### src/rtl/ex_muldiv_seq.sv
// rtl/ex_muldiv_seq.sv - iterative MULT/MULTU/DIV/DIVU sequencer owning HI/LO
// Define MULDIV_FAST_ZERO_EN to let PREP skip the loop for trivial operands.
module ex_muldiv_seq #(
  parameter int DATA_W = 32,
  parameter int CNT_W  = 6
) (
  input  logic              clk,
  input  logic              rst_n,
  input  logic              start,
  input  logic [1:0]        op,
  input  logic [DATA_W-1:0] op_a,
  input  logic [DATA_W-1:0] op_b,
  input  logic              flush,
  output logic              busy,
  output logic              done,
  output logic [DATA_W-1:0] hi,
  output logic [DATA_W-1:0] lo
);
  typedef enum logic [1:0] {S_IDLE, S_PREP, S_RUN, S_FIX} state_t;
  state_t state, state_nx;

  logic [1:0]          op_r;
  logic [DATA_W-1:0]   a_r, b_r;
  logic [DATA_W-1:0]   acc_hi, acc_lo, opd;
  logic [CNT_W-1:0]    cnt;
  logic                neg_q, neg_r;

  logic                is_div, is_signed, sign_a, sign_b, shortcut;
  logic [DATA_W-1:0]   mag_a, mag_b;
  logic [DATA_W:0]     mul_sum, div_sh;
  logic [DATA_W-1:0]   div_sub;
  logic                div_ge;
  logic [2*DATA_W-1:0] prod, prod_fix;

  assign is_div    = op_r[1];
  assign is_signed = ~op_r[0];
  assign sign_a    = is_signed & a_r[DATA_W-1];
  assign sign_b    = is_signed & b_r[DATA_W-1];
  assign mag_a     = sign_a ? -a_r : a_r;
  assign mag_b     = sign_b ? -b_r : b_r;

  // Multiply: acc_lo holds the multiplier, product shifts right through acc_hi:acc_lo.
  // Divide: acc_hi is the partial remainder, quotient bits shift into acc_lo.
  assign mul_sum  = {1'b0, acc_hi} + (acc_lo[0] ? {1'b0, opd} : {(DATA_W+1){1'b0}});
  assign div_sh   = {acc_hi, acc_lo[DATA_W-1]};
  assign div_ge   = div_sh >= {1'b0, opd};
  assign div_sub  = div_sh[DATA_W-1:0] - opd;
  assign prod     = {acc_hi, acc_lo};
  assign prod_fix = neg_q ? -prod : prod;

`ifdef MULDIV_FAST_ZERO_EN
  assign shortcut = is_div ? ((mag_b != '0) && (mag_b > mag_a))
                           : ((mag_a == '0) || (mag_b == '0));
`else
  assign shortcut = 1'b0;
`endif

  assign busy = (state != S_IDLE);

  always_ff @(posedge clk or negedge rst_n) begin
    if (!rst_n) state <= S_IDLE;
    else        state <= state_nx;
  end

  always_comb begin
    state_nx = state;
    case (state)
      S_IDLE:  if (start && !flush) state_nx = S_PREP;
      S_PREP:  state_nx = shortcut ? S_FIX : S_RUN;
      S_RUN:   if (cnt == CNT_W'(1)) state_nx = S_FIX;
      S_FIX:   state_nx = S_IDLE;
      default: state_nx = S_IDLE;
    endcase
    if (flush) state_nx = S_IDLE;
  end

  always_ff @(posedge clk or negedge rst_n) begin
    if (!rst_n) begin
      op_r   <= '0;
      a_r    <= '0;
      b_r    <= '0;
      acc_hi <= '0;
      acc_lo <= '0;
      opd    <= '0;
      cnt    <= '0;
      neg_q  <= 1'b0;
      neg_r  <= 1'b0;
      hi     <= '0;
      lo     <= '0;
      done   <= 1'b0;
    end else begin
      done <= 1'b0;
      case (state)
        S_IDLE: begin
          if (start && !flush) begin
            op_r <= op;
            a_r  <= op_a;
            b_r  <= op_b;
          end
        end
        S_PREP: begin
          neg_q  <= sign_a ^ sign_b;
          neg_r  <= sign_a;
          acc_hi <= '0;
          acc_lo <= mag_a;
          opd    <= mag_b;
          cnt    <= CNT_W'(DATA_W);
          // Shortcut results are preloaded unsigned so FIX passes them through.
          if (shortcut) begin
            neg_q  <= 1'b0;
            neg_r  <= 1'b0;
            acc_lo <= '0;
            acc_hi <= is_div ? a_r : '0;
          end
        end
        S_RUN: begin
          cnt <= cnt - CNT_W'(1);
          if (is_div) begin
            acc_hi <= div_ge ? div_sub : div_sh[DATA_W-1:0];
            acc_lo <= {acc_lo[DATA_W-2:0], div_ge};
          end else begin
            acc_hi <= mul_sum[DATA_W:1];
            acc_lo <= {mul_sum[0], acc_lo[DATA_W-1:1]};
          end
        end
        S_FIX: begin
          if (!flush) begin
            done <= 1'b1;
            if (is_div && (b_r == '0)) begin
              hi <= a_r;
              lo <= {DATA_W{1'b1}};
            end else if (is_div) begin
              hi <= neg_r ? -acc_hi : acc_hi;
              lo <= neg_q ? -acc_lo : acc_lo;
            end else begin
              hi <= prod_fix[2*DATA_W-1:DATA_W];
              lo <= prod_fix[DATA_W-1:0];
            end
          end
        end
        default: ;
      endcase
    end
  end
endmodule
### config.mk
export PLATFORM = sky130hd
export DESIGN_NAME = ex_muldiv_seq
export DESIGN_NICKNAME = d
export VERILOG_FILES = /design/src/rtl/ex_muldiv_seq.sv
export SDC_FILE = /design/constraint.sdc
export NUM_CORES = 1
export LEC_CHECK = 0
export ABC_AREA = 0
export ABC_CLOCK_PERIOD_IN_PS = 4100
export CORE_MARGIN = 2
export CORE_UTILIZATION = 39
export CTS_BUF_LIST = sky130_fd_sc_hd__clkbuf_16
export DETAILED_ROUTE_END_ITERATION = 8
export PLACE_DENSITY = 0.67
export SYNTH_ARGS = -nofsm -noshare
export SYNTH_HDL_FRONTEND = slang
export SYNTH_SLANG_ARGS = --single-unit
### constraint.sdc
create_clock -name clk -period 4.1 [get_ports clk]
set_input_delay 1.23 -clock clk [delete_from_list [all_inputs] [get_ports clk]]
set_output_delay 1.23 -clock clk [all_outputs]
set_load 0.01 [all_outputs]
**Word level (Yosys, flattened, before mapping)**

Cells that the tools add are included.

- Output and inout port bits: 66
- Logic and storage cells: 65
- Input port bits: 70
- Bits in registers: 237

- Reduce and logical (&&, ||, !) cells: 10
- $add $sub $neg: 8
- Mux-type cells: 22
- Equality and inequality tests: 6
- Bitwise gates (word level): 5
- Order comparisons: 1

Operators with widths:

| kind | count |
|---|---|
| 2-to-1 mux 32 bit | 12 |
| negator 32 bit | 4 |
| one-hot mux 32 bit (2 select lines) | 2 |
| 2-to-1 mux 64 bit | 1 |
| negator 64 bit | 1 |
| adder 32 x 32 -> 33 bit | 1 |
| greater-or-equal comparator 33 x 32 -> 1 bit | 1 |
| zero test 32 bit | 1 |
| subtractor 32 bit | 1 |
| one-hot mux 6 bit (2 select lines) | 1 |
| one-hot mux 2 bit (4 select lines) | 1 |
| == test 6 x 1 -> 1 bit, second input constant | 1 |
| 2-to-1 mux 2 bit | 3 |
| inequality test 3 bit, second input constant | 2 |
| AND reduction 2 bit | 3 |
| subtractor 6 x 1 -> 6 bit, second input constant | 1 |
| == test 2 bit, second input constant | 2 |
| nonzero test 2 bit | 2 |
| bitwise AND 1 bit | 2 |
| == test 2 x 1 -> 1 bit, second input constant | 1 |
| logical AND 1 bit | 2 |
| zero test 2 bit | 1 |
| 2-to-1 mux 1 bit | 2 |
| inverter 1 bit | 2 |
| other kinds (2) | 2 |

**Depth between registers and ports, before layout**

Gate-level depths: netlist (run 1).

- Word-level depth: 5
- Mapped depth: 14

**Worst setup path before layout (run 1)**

OpenSTA, ideal clock, no wires.

- Path type: reg-to-reg
- Start: reg acc_lo[0]
- End: reg acc_hi[26]
- Path slack: 978 ps
- Data arrival time: 2998 ps
- Period minus slack after synthesis: 3122 ps
- Buffers on the path: 1
- Cell stages (with the launch flop): 14
- Cell sequence: dfrtp_1 -> inv_1 -> clkbuf_1 -> nor2_1 -> ha_1 -> a211oi_1 -> o22ai_1 -> a32oi_1 -> o21ai_0 -> a211oi_1 -> or3_1 -> nor3b_1 -> nor3_1 -> a211o_1

- Longest elaborated chain between the ends: 4

RTL lines:

| element | line | text |
|---|---|---|
| start: declaration | 24 | `logic [DATA_W-1:0] acc_hi, acc_lo, opd;` |
| start signal: assignment | 105 | `acc_lo <= mag_a;` |
| start signal: assignment | 120 | `acc_lo <= {acc_lo[DATA_W-2:0], div_ge};` |
| start signal: assignment | 123 | `acc_lo <= {mul_sum[0], acc_lo[DATA_W-1:1]};` |
| 2-to-1 mux 32 bit | 44 | `assign mul_sum = {1'b0, acc_hi} + (acc_lo[0] ? {1'b0, opd} : {(DATA_W+1){1'b0}});` |
| adder 32 x 32 -> 33 bit | 44 |  |
| 2-to-1 mux 32 bit | 118 | `if (is_div) begin` |
| one-hot mux 32 bit (2 select lines) | 93 | `case (state)` |
| end signal: assignment | 113 | `acc_hi <= is_div ? a_r : '0;` |
| end signal: assignment | 119 | `acc_hi <= div_ge ? div_sub : div_sh[DATA_W-1:0];` |
| end signal: assignment | 122 | `acc_hi <= mul_sum[DATA_W:1];` |
| end: declaration | 24 |  |

No other way between the ends.
A chain may end at the register's enable or synchronous reset.

**Worst setup path in the final report (run 1)**

Ends and elaborated chain as after synthesis.

==> impl_metrics.yaml, run 1 <==
clock_network:
  cts_tree: "built"
  clkTransAtPathRegs_ps: 60
  cts_setup_buffers: 0
  clockRootBuffer: "clkbuf_16"
  cts_buffers: 29
  clock_latency_ps: 600
  clock_sinks: 237
  clockBufferDepth: 3
  cts_htree_levels: 1
  cts_hold_buf: 0
  cts.repair.resized: 0
synth:
  synthFlopType: "dfrtp_1"
  async_reset_ff_frac: 1.00
  ys_seq_area_frac: 0.348
  syn_area_mm2: 0.0170
  synth_edf_count: 0
  syn_area_per_cell_um2: 8.34
  syn_inst: 2042
  syn_nets: 2189
  yosysUniqueCellTypes: 77
  ys_ff_latch: 237
  yosys_warnings: 0
setup_path:
  worst_setup_path_start_kind: "flop"
  endpoint_kind: "flop"
  crit_buf_inv: 3
  critPathSlowestCell: "dfrtp_1"
  critPathTopFamily: "compound AO/OA/AOI/OAI gates"
  worstSetupPathType: "reg2reg"
  critPathMaxStageDelay_ps: 440
  cp_cell_sequence: "inv_1, buf_4, nor2_1, ha_1, a211oi_1, o22ai_1, a32oi_1, o21ai_0, buf_4, a211oi_1, or3_1, nor3b_1, nor3_1, a211o_1"
  arrival_ps: 4150
  worstPathMaxFanout: 31
  cp.required_ps: 4580
layout:
  final_area_mm2: 0.0201
  drive_gt1_frac: 0.0893
  fillCellCount: 4163
  antennaDiodeCount: 0
  final_cell_count_no_fill: 2736
  area_growth_pct: 18.1
  post-route-util: 0.467
  layout.nets: 2275
floorplanning:
  start_util: 0.395
  dieArea_mm2: 0.0453
  coreArea_mm2: 0.0431
  boundaryPins: 136
  die_h_um: 213
  die_x_um: 213
  std_cell_rows: 76
timing:
  fin_crit_sh: 0.895
  slew_headroom: 0.190
  period_needed_ps: 3670
  finClkSkew_ps: 16.1
  fin_hold_ws_ps: 463
  setup-tns-final_ps: 0
  rsz0062_at_grt: "no"
  fin_ws_ps: 430
  hold_violations: 0
  maxClockFrequency_mhz: 272
  maxSlewViolCount: 0
  setup_viol: 0
  worst_pin_slew_ps: 1210
global_routing:
  grt.overflow.total: 0
  antenna_found_initial: 0
  grt_use_total: 0.247
  grt_pass1_wl_mm: 87.9
  grt_pass1_vias: 15600
  grt_max_degree: 118
drt:
  drt_iter0_markers: 1233
  wl_mm: 55.7
  vias: 15800
  wire_per_inst_um: 20.4
  dr.pass1.iters: 6
  remaining_drc_errors: 0
  via_per_inst: 5.76
  ant_nets: 0
power:
  power_density_mw_per_mm2: 934
  p_leak_nw: 8.59
  ir_drop_v: 0.000445
  swShare: 0.488
  power_mw: 18.8
  p_int_mw: 9.61
  combPwrFrac: 0.591
  p_seq_frac: 0.260
  p_clk_frac: 0.150
  power.switching_mw: 9.16
place:
  placed_area_mm2: 0.0191
  place_congestion: 0.952
  dp_hpwl_mm: 42.0
  place_ws_ps: 453
  dpl.cell_count: 2682
  port_buffers: 135
worst_hold_path:
  min_path_type: "reg2reg"
run:
  drv_cap: 0
status:
  outcome: "finished clean"
## registers in the layout, summed over array words and instances (netlist names), 2 cells and up
register	cells
a_r	32
acc_hi	32
acc_lo	32
b_r	32
hi	32
lo	32
opd	32
cnt	6
op_r	2
state	2
## per-layer routing
metal	part of all wire	track usage	vias to the layer above
met1	0.43	0.320	7525
met3	0.058	0.0265	141
met5	0	0	-
met2	0.47	0.418	612
li1	-	-	7472
met4	0.045	0.109	0
## synth_stat cells, drive strengths merged, types with 27 or more instances
cell type  count  area [um2]
xnor2        111         972
o21ai        191         956
ha            75         938
o211ai        67         503
clkbuf       110         413
nor3          34         170
nor4          27         190
nand3         40         200
mux2          69         777
nand2        226         848
inv           96         360
a21oi        164         825
dfrtp        237        5930
xor2          62         543
nor2         184         691
a21o          29         218
## final timing paths
kind | start | slack (ps) | endpoint | cells after the start
min reg2reg | lo[15] | 460 | lo[15] | 2
max | acc_lo[0] | 430 | acc_hi[26] | 14
max reg2reg | acc_lo[0] | 430 | acc_hi[26] | 14
min in group asynchronous | rst_n | 590 | cnt[1] | 1
min | lo[15] | 460 | lo[15] | 2
max in group asynchronous | rst_n | 2410 | lo[29] | 2
## worst register-to-register path, stage by stage, from the launching register on
cell      delay [ps]
dfrtp_1          440
inv_1            110
buf_4            350
nor2_1           140
ha_1             370
a211oi_1         320
o22ai_1          130
a32oi_1          260
o21ai_0          140
buf_4            180
a211oi_1         420
or3_1            170
nor3b_1          170
nor3_1            70
a211o_1          290
## power by group through the flow
stage | sequential (mW) | clock [mW] | combinational [mW]
after floorplan | 4.39 | 0 | 7.75
after global placement | 4.85 | 0 | 10.8
after detailed placement | 4.88 | 0 | 10.9
after CTS | 4.84 | 2.86 | 11.0
after global routing | 5.02 | 2.96 | 12.2
final | 4.87 | 2.81 | 11.1
## cells by family (layout without fill, tap and decap cells)
family	count (synthesis)	after routing	synth area share
xor gates and xnor gates	173	173	0.0890
and+or+nand+nor	623	623	0.170
buffers and inverters	223	332	0.0501
DFF	237	237	0.348
adders and majority gates	77	77	0.0575
AOI/OAI and AO/OA	622	622	0.229
muxes	87	87	0.0562
## layout make-up
cell class	count	area (um2)	share of cell area
clock buffers	29	726	0.0361
flip-flops and latches	237	5930	0.295
inverters	97	364	0.0181
multi-input cells	1582	10300	0.511
clock inverters	25	317	0.0157
well taps	585	732	0.0364
repair buffers	181	1760	0.0878
## layout by cell type (no fill, tap or decap), drive strengths merged, types with 10 or more instances in the layout
| master | n |
|---|---|
| dfrtp | 237 |
| nand2 | 226 |
| o21ai | 191 |
| nor2 | 184 |
| a21oi | 164 |
| clkdlybuf4s50 | 134 |
| xnor2 | 111 |
| inv | 99 |
| ha | 75 |
| mux2 | 69 |
| o211ai | 67 |
| xor2 | 62 |
| buf | 47 |
| nand3 | 40 |
| nor3 | 34 |
| a21o | 29 |
| clkbuf | 29 |
| nor4 | 27 |
| o31ai | 24 |
| a31oi | 20 |
| nand2b | 19 |
| mux2i | 18 |
| or3 | 16 |
| nand4 | 15 |
| clkinv | 14 |
| o21a | 12 |
| and3 | 11 |
| o21bai | 11 |
| a211oi | 10 |
No activity file was read; power rests on OpenSTA's default activity.
==> run 2: changes to the inputs <==
--- a/config.mk
+++ b/config.mk
@@ -11,7 +11,9 @@
 export CORE_UTILIZATION = 39
 export CTS_BUF_LIST = sky130_fd_sc_hd__clkbuf_16
 export DETAILED_ROUTE_END_ITERATION = 8
+export GPL_ROUTABILITY_DRIVEN = 1
 export PLACE_DENSITY = 0.67
+export RECOVER_POWER = 100
 export SYNTH_ARGS = -nofsm -noshare
 export SYNTH_HDL_FRONTEND = slang
 export SYNTH_SLANG_ARGS = --single-unit
==> run 2 against run 1 <==
  * The run now ends with capacitance limit, slew limit left
  * Count of clock-buffer cells in the layout unchanged
  * Clock power about the same
  * Sequential share of layout area up 0.18 points
  * Die area unchanged
  * Largest power group unchanged
  * Hold slack worse by 5.9 ps
  * Critical path type unchanged
  * Setup slack worse by 150 ps
  * Highest routed layer unchanged
==> impl_metrics.yaml, run 2 (synthesized netlist as in run 1, its figures left out) <==
setup_path:
  critPathMaxStageDelay_ps: 680
  arrival_ps: 4260
  ff2ff_setup_slack_ps: 280
  cp_cell_sequence: "or4_1, nor4_2, nand4_1, o31ai_1, a21oi_1, xnor2_1, nor2_1, a21oi_1, o21ai_0"
  worstPathMaxFanout: 7
  worst_setup_path_start_kind: "flop"
  critPathSlowestCell: "nor4_2"
  endpoint_kind: "flop"
  r2r-end: "hi[9]"
  worstSetupPathType: "reg2reg"
  cp.required_ps: 4540
  critical_path.most_common_cell: "a21oi_1"
  r2r_start: "acc_lo[13]"
  reg2reg_depth: 9
layout:
  final_cell_mix: "dfrtp_1, nand2_1, o21ai_0"
  register_area_mm2: 0.00593
  final_area_mm2: 0.0200
  area_growth_pct: 17.4
  fillCellCount: 4185
  layout.cells.most_common: "dfrtp_1"
  drive_gt1_frac: 0.0823
  multi_input_area_mm2: 0.0102
  layout.nets: 2275
  post-route-util: 0.464
  antennaDiodeCount: 0
floorplanning:
  die_h_um: 213
  start_util: 0.395
  die_x_um: 213
  coreArea_mm2: 0.0431
  boundaryPins: 136
  std_cell_rows: 76
  dieArea_mm2: 0.0453
timing:
  setup-tns-final_ps: 0
  slew_headroom: -0.296
  hold_violations: 0
  period_needed_ps: 3820
  fin_ws_ps: 282
  rsz0062_at_grt: "no"
  finClkSkew_ps: 15.9
  maxClockFrequency_mhz: 262
  setup_viol: 0
  worst_pin_slew_ps: 1940
  fin_crit_sh: 0.931
  maxSlewViolCount: 207
run:
  drv_cap: 3
power:
  p_leak_nw: 8.69
  power_density_mw_per_mm2: 931
  ir_drop_v: 0.000438
place:
  port_buffers: 135
  placed_area_mm2: 0.0191
  place_congestion: 0.952
  place_ws_ps: 453
  dp_hpwl_mm: 42.0
worst_hold_path:
  whs_path_depth: 2
  hp-start: "lo[12]"
  holdPathEnd: "lo[12]"
  min_path_type: "reg2reg"
global_routing:
  grt.overflow.total: 0
  grt_pass1_vias: 15600
  antenna_found_initial: 0
  grt_use_total: 0.247
  grt_pass1_wl_mm: 87.9
  grt_max_degree: 118
clock_network:
  cts.repair.resized: 0
  clock_latency_ps: 590
  cts_buffers: 29
  clock_sinks: 237
  cts_hold_buf: 0
  cts_htree_levels: 1
  clockBufferDepth: 3
  clockRootBuffer: "clkbuf_16"
  cts_setup_buffers: 0
  clkTransAtPathRegs_ps: 60
  cts_tree: "built"
drt:
  wire_per_inst_um: 20.3
  via_per_inst: 5.76
  remaining_drc_errors: 0
  vias: 15800
  wl_mm: 55.7
  drt_iter0_markers: 1282
  ant_nets: 0
  dr.pass1.iters: 5
status:
  outcome: "complete, but fails checks"
  violations: "capacitance limit, slew limit"
-- run 2: routing by layer --
metal / wire [um] / vias up / track usage
li1: - / 7483 / -
met1: 23600 / 7544 / 0.320
met2: 26200 / 594 / 0.418
met3: 3400 / 135 / 0.0265
met4: 2480 / 0 / 0.109
met5: 0 / - / 0
-- run 2: cell type report --
| type | count | share of cell area |
|---|---|---|
| tap | 585 | 0.0366 |
| sequential | 237 | 0.297 |
| multi-input combinational | 1582 | 0.510 |
| clock inverter | 25 | 0.0158 |
| clock buffer | 29 | 0.0363 |
| timing repair buffer | 181 | 0.0856 |
| inverter | 97 | 0.0182 |
-- run 2: through the flow --
step	instances	hold WS [ps]	power [mW]
2_1_floorplan	2042	441	12.1
3_3_place_gp	2682	450	15.7
3_5_place_dp	2682	457	15.8
4_1_cts	2736	470	18.7
5_1_grt	2736	492	20.1
6_report	2736	457	18.6
-- run 2: how the worst max path moves through the flow --
| stage | startpoint | to |
|---|---|---|
| 2_1_floorplan | acc_lo[0] | acc_hi[26] |
| 3_3_place_gp | acc_hi[3] | acc_hi[27] |
| 3_5_place_dp | acc_lo[0] | acc_hi[26] |
| 4_1_cts | acc_lo[0] | acc_hi[26] |
| 5_1_grt | acc_lo[13] | hi[1] |
| 6_report | acc_lo[13] | hi[9] |
-- run 2: where the power goes --
part | switching (mW) | leakage (nW) | internal, mW | total [mW]
combinational | 6.55 | 5.24 | 4.40 | 10.9
clock | 1.12 | 0.503 | 1.69 | 2.81
sequential | 1.44 | 2.95 | 3.40 | 4.84
total | 9.11 | 8.69 | 9.49 | 18.6
-- run 2: worst max-delay path: cells and delay by family (launching register included) --
| kind | cells | cell delay, ps |
|---|---|---|
| flip-flops | 1 | 450 |
| XOR/XNOR | 1 | 430 |
| AO/OA/AOI/OAI | 4 | 1000 |
| AND/OR/NAND/NOR | 4 | 1810 |
==> run 3: changes to the inputs <==
--- a/config.mk
+++ b/config.mk
@@ -8,11 +8,11 @@
 export ABC_AREA = 0
 export ABC_CLOCK_PERIOD_IN_PS = 4100
 export CORE_MARGIN = 2
-export CORE_UTILIZATION = 39
+export CORE_UTILIZATION = 40
 export CTS_BUF_LIST = sky130_fd_sc_hd__clkbuf_16
 export DETAILED_ROUTE_END_ITERATION = 8
 export GPL_ROUTABILITY_DRIVEN = 1
-export PLACE_DENSITY = 0.67
+export PLACE_DENSITY = 0.68
 export RECOVER_POWER = 100
 export SYNTH_ARGS = -nofsm -noshare
 export SYNTH_HDL_FRONTEND = slang
==> run 3 against run 2 <==
  * The flow still finishes with violations (capacitance limit, slew limit)
  * Combinational power about the same
  * Maximum frequency rose by 1.6%
  * Wire length shrank 0.40%
  * Clock skew down 2.4 ps
  * Non-clock buffer count is 2 higher
  * Critical path depth unchanged
  * Total power decreased by 0.96%
  * Sequential power is 2% higher
  * Global-route usage is 0.24 points higher
  * Largest power group unchanged
==> impl_metrics.yaml, run 3 (synthesized netlist as in run 1, its figures left out) <==
timing:
  setup-tns-final_ps: 0
  worst_pin_slew_ps: 2150
  setup_viol: 0
  period_needed_ps: 3760
  fin_ws_ps: 342
  rsz0062_at_grt: "no"
  fin_crit_sh: 0.917
  hold_violations: 0
  maxSlewViolCount: 174
  slew_headroom: -0.434
  fin_hold_ws_ps: 459
  finClkSkew_ps: 13.5
  maxClockFrequency_mhz: 266
floorplanning:
  coreArea_mm2: 0.0419
  die_h_um: 210
  boundaryPins: 136
  die_x_um: 210
  start_util: 0.406
  std_cell_rows: 75
  dieArea_mm2: 0.0442
layout:
  layout.nets: 2277
  register_area_mm2: 0.00593
  final_cell_mix: "dfrtp_1, nand2_1, o21ai_0"
  antennaDiodeCount: 0
  post-route-util: 0.473
  fillCellCount: 4053
  multi_input_area_mm2: 0.0102
  area_growth_pct: 16.6
  layout.cells.most_common: "dfrtp_1"
  drive_gt1_frac: 0.0790
clock_network:
  clockRootBuffer: "clkbuf_16"
  cts.repair.resized: 0
  clkTransAtPathRegs_ps: 60
  cts_buffers: 29
  cts_htree_levels: 1
  cts_hold_buf: 0
  clock_sinks: 237
  cts_setup_buffers: 0
  cts_tree: "built"
  clockBufferDepth: 3
  clock_latency_ps: 580
setup_path:
  worstSetupPathType: "reg2reg"
  arrival_ps: 4190
  cp_cell_sequence: "or4_1, nor4_2, nand4_2, o41ai_1, a21oi_1, xnor2_1, nor2_1, a21oi_1, o21ai_0"
  endpoint_kind: "flop"
  critical_path.most_common_cell: "a21oi_1"
  worstPathMaxFanout: 7
  critPathMaxStageDelay_ps: 690
  cp.required_ps: 4540
  critPathSlowestCell: "nor4_2"
  worst_setup_path_start_kind: "flop"
place:
  place_congestion: 0.980
  place_ws_ps: 524
  dp_hpwl_mm: 41.8
  port_buffers: 135
drt:
  via_per_inst: 5.84
  dr.pass1.iters: 5
  wl_mm: 55.4
  drt_iter0_markers: 1294
  ant_nets: 0
  vias: 15700
  wire_per_inst_um: 20.6
  remaining_drc_errors: 0
worst_hold_path:
  min_path_type: "reg2reg"
global_routing:
  antenna_found_initial: 0
  grt_pass1_wl_mm: 87.4
  grt_max_degree: 100
  grt_pass1_vias: 15600
  grt_use_total: 0.250
  grt.overflow.total: 0
status:
  outcome: "complete, but fails checks"
  violations: "capacitance limit, slew limit"
power:
  p_leak_nw: 8.66
  ir_drop_v: 0.000534
  power_density_mw_per_mm2: 928
run:
  drv_cap: 5
[run 3: changes by cell type in the layout (fill, tap and decap cells not counted), sizes merged]
cell,before,now
clkbuf,39,44
buf,37,34
inv,99,102
clkinv,14,12
bufinv,6,5
[run 3: final timing paths]
check / from / endpoint / slack (ps) / cells after the start
setup / recovery: acc_lo[13] / hi[13] / 340 / 9
hold / removal: lo[16] / lo[16] / 460 / 2
setup reg to reg: acc_lo[13] / hi[13] / 340 / 9
hold reg to reg: lo[16] / lo[16] / 460 / 2
max in group asynchronous: rst_n / hi[4] / 800 / 2
min in group asynchronous: rst_n / lo[31] / 650 / 1
[run 3: cell type report]
| type | instances | share of cell area |
|---|---|---|
| Multi-Input combinational cell | 1582 | 0.514 |
| Clock inverter | 25 | 0.0129 |
| Sequential cell | 237 | 0.299 |
| Clock buffer | 29 | 0.0366 |
| Tap cell | 539 | 0.0340 |
| Inverter | 97 | 0.0183 |
| Timing Repair Buffer | 183 | 0.0847 |
[run 3: where the power goes]
part / internal, mW / leakage, nW / switching (mW) / total (mW)
sequential: 3.40 / 2.95 / 1.55 / 4.95
combinational: 4.36 / 5.22 / 6.44 / 10.8
clock: 1.60 / 0.488 / 1.08 / 2.68
[run 3: layer usage]
metal | vias up | routed length [um] | track usage
met5 | - | 0 | 0
met4 | 0 | 2430 | 0.106
met3 | 136 | 3000 | 0.0270
met2 | 571 | 26300 | 0.423
met1 | 7552 | 23700 | 0.325
li1 | 7454 | - | -
[run 3: stage by stage]
stage / power [mW] / cells / cell area [um2]
6_report: 18.4 / 2692 / 19800
5_1_grt: 19.8 / 2692 / 19800
4_1_cts: 18.5 / 2692 / 20000
3_5_place_dp: 15.8 / 2638 / 19000
3_3_place_gp: 15.6 / 2638 / 19000
2_1_floorplan: 12.1 / 2042 / 17000
[run 3: worst max-delay path, delay by kind of cell, from the launching register on]
family          cells  cell delay, ps
simple gates        4            1740
compound gates      4            1050
flops               1             450
xor+xnor            1             370
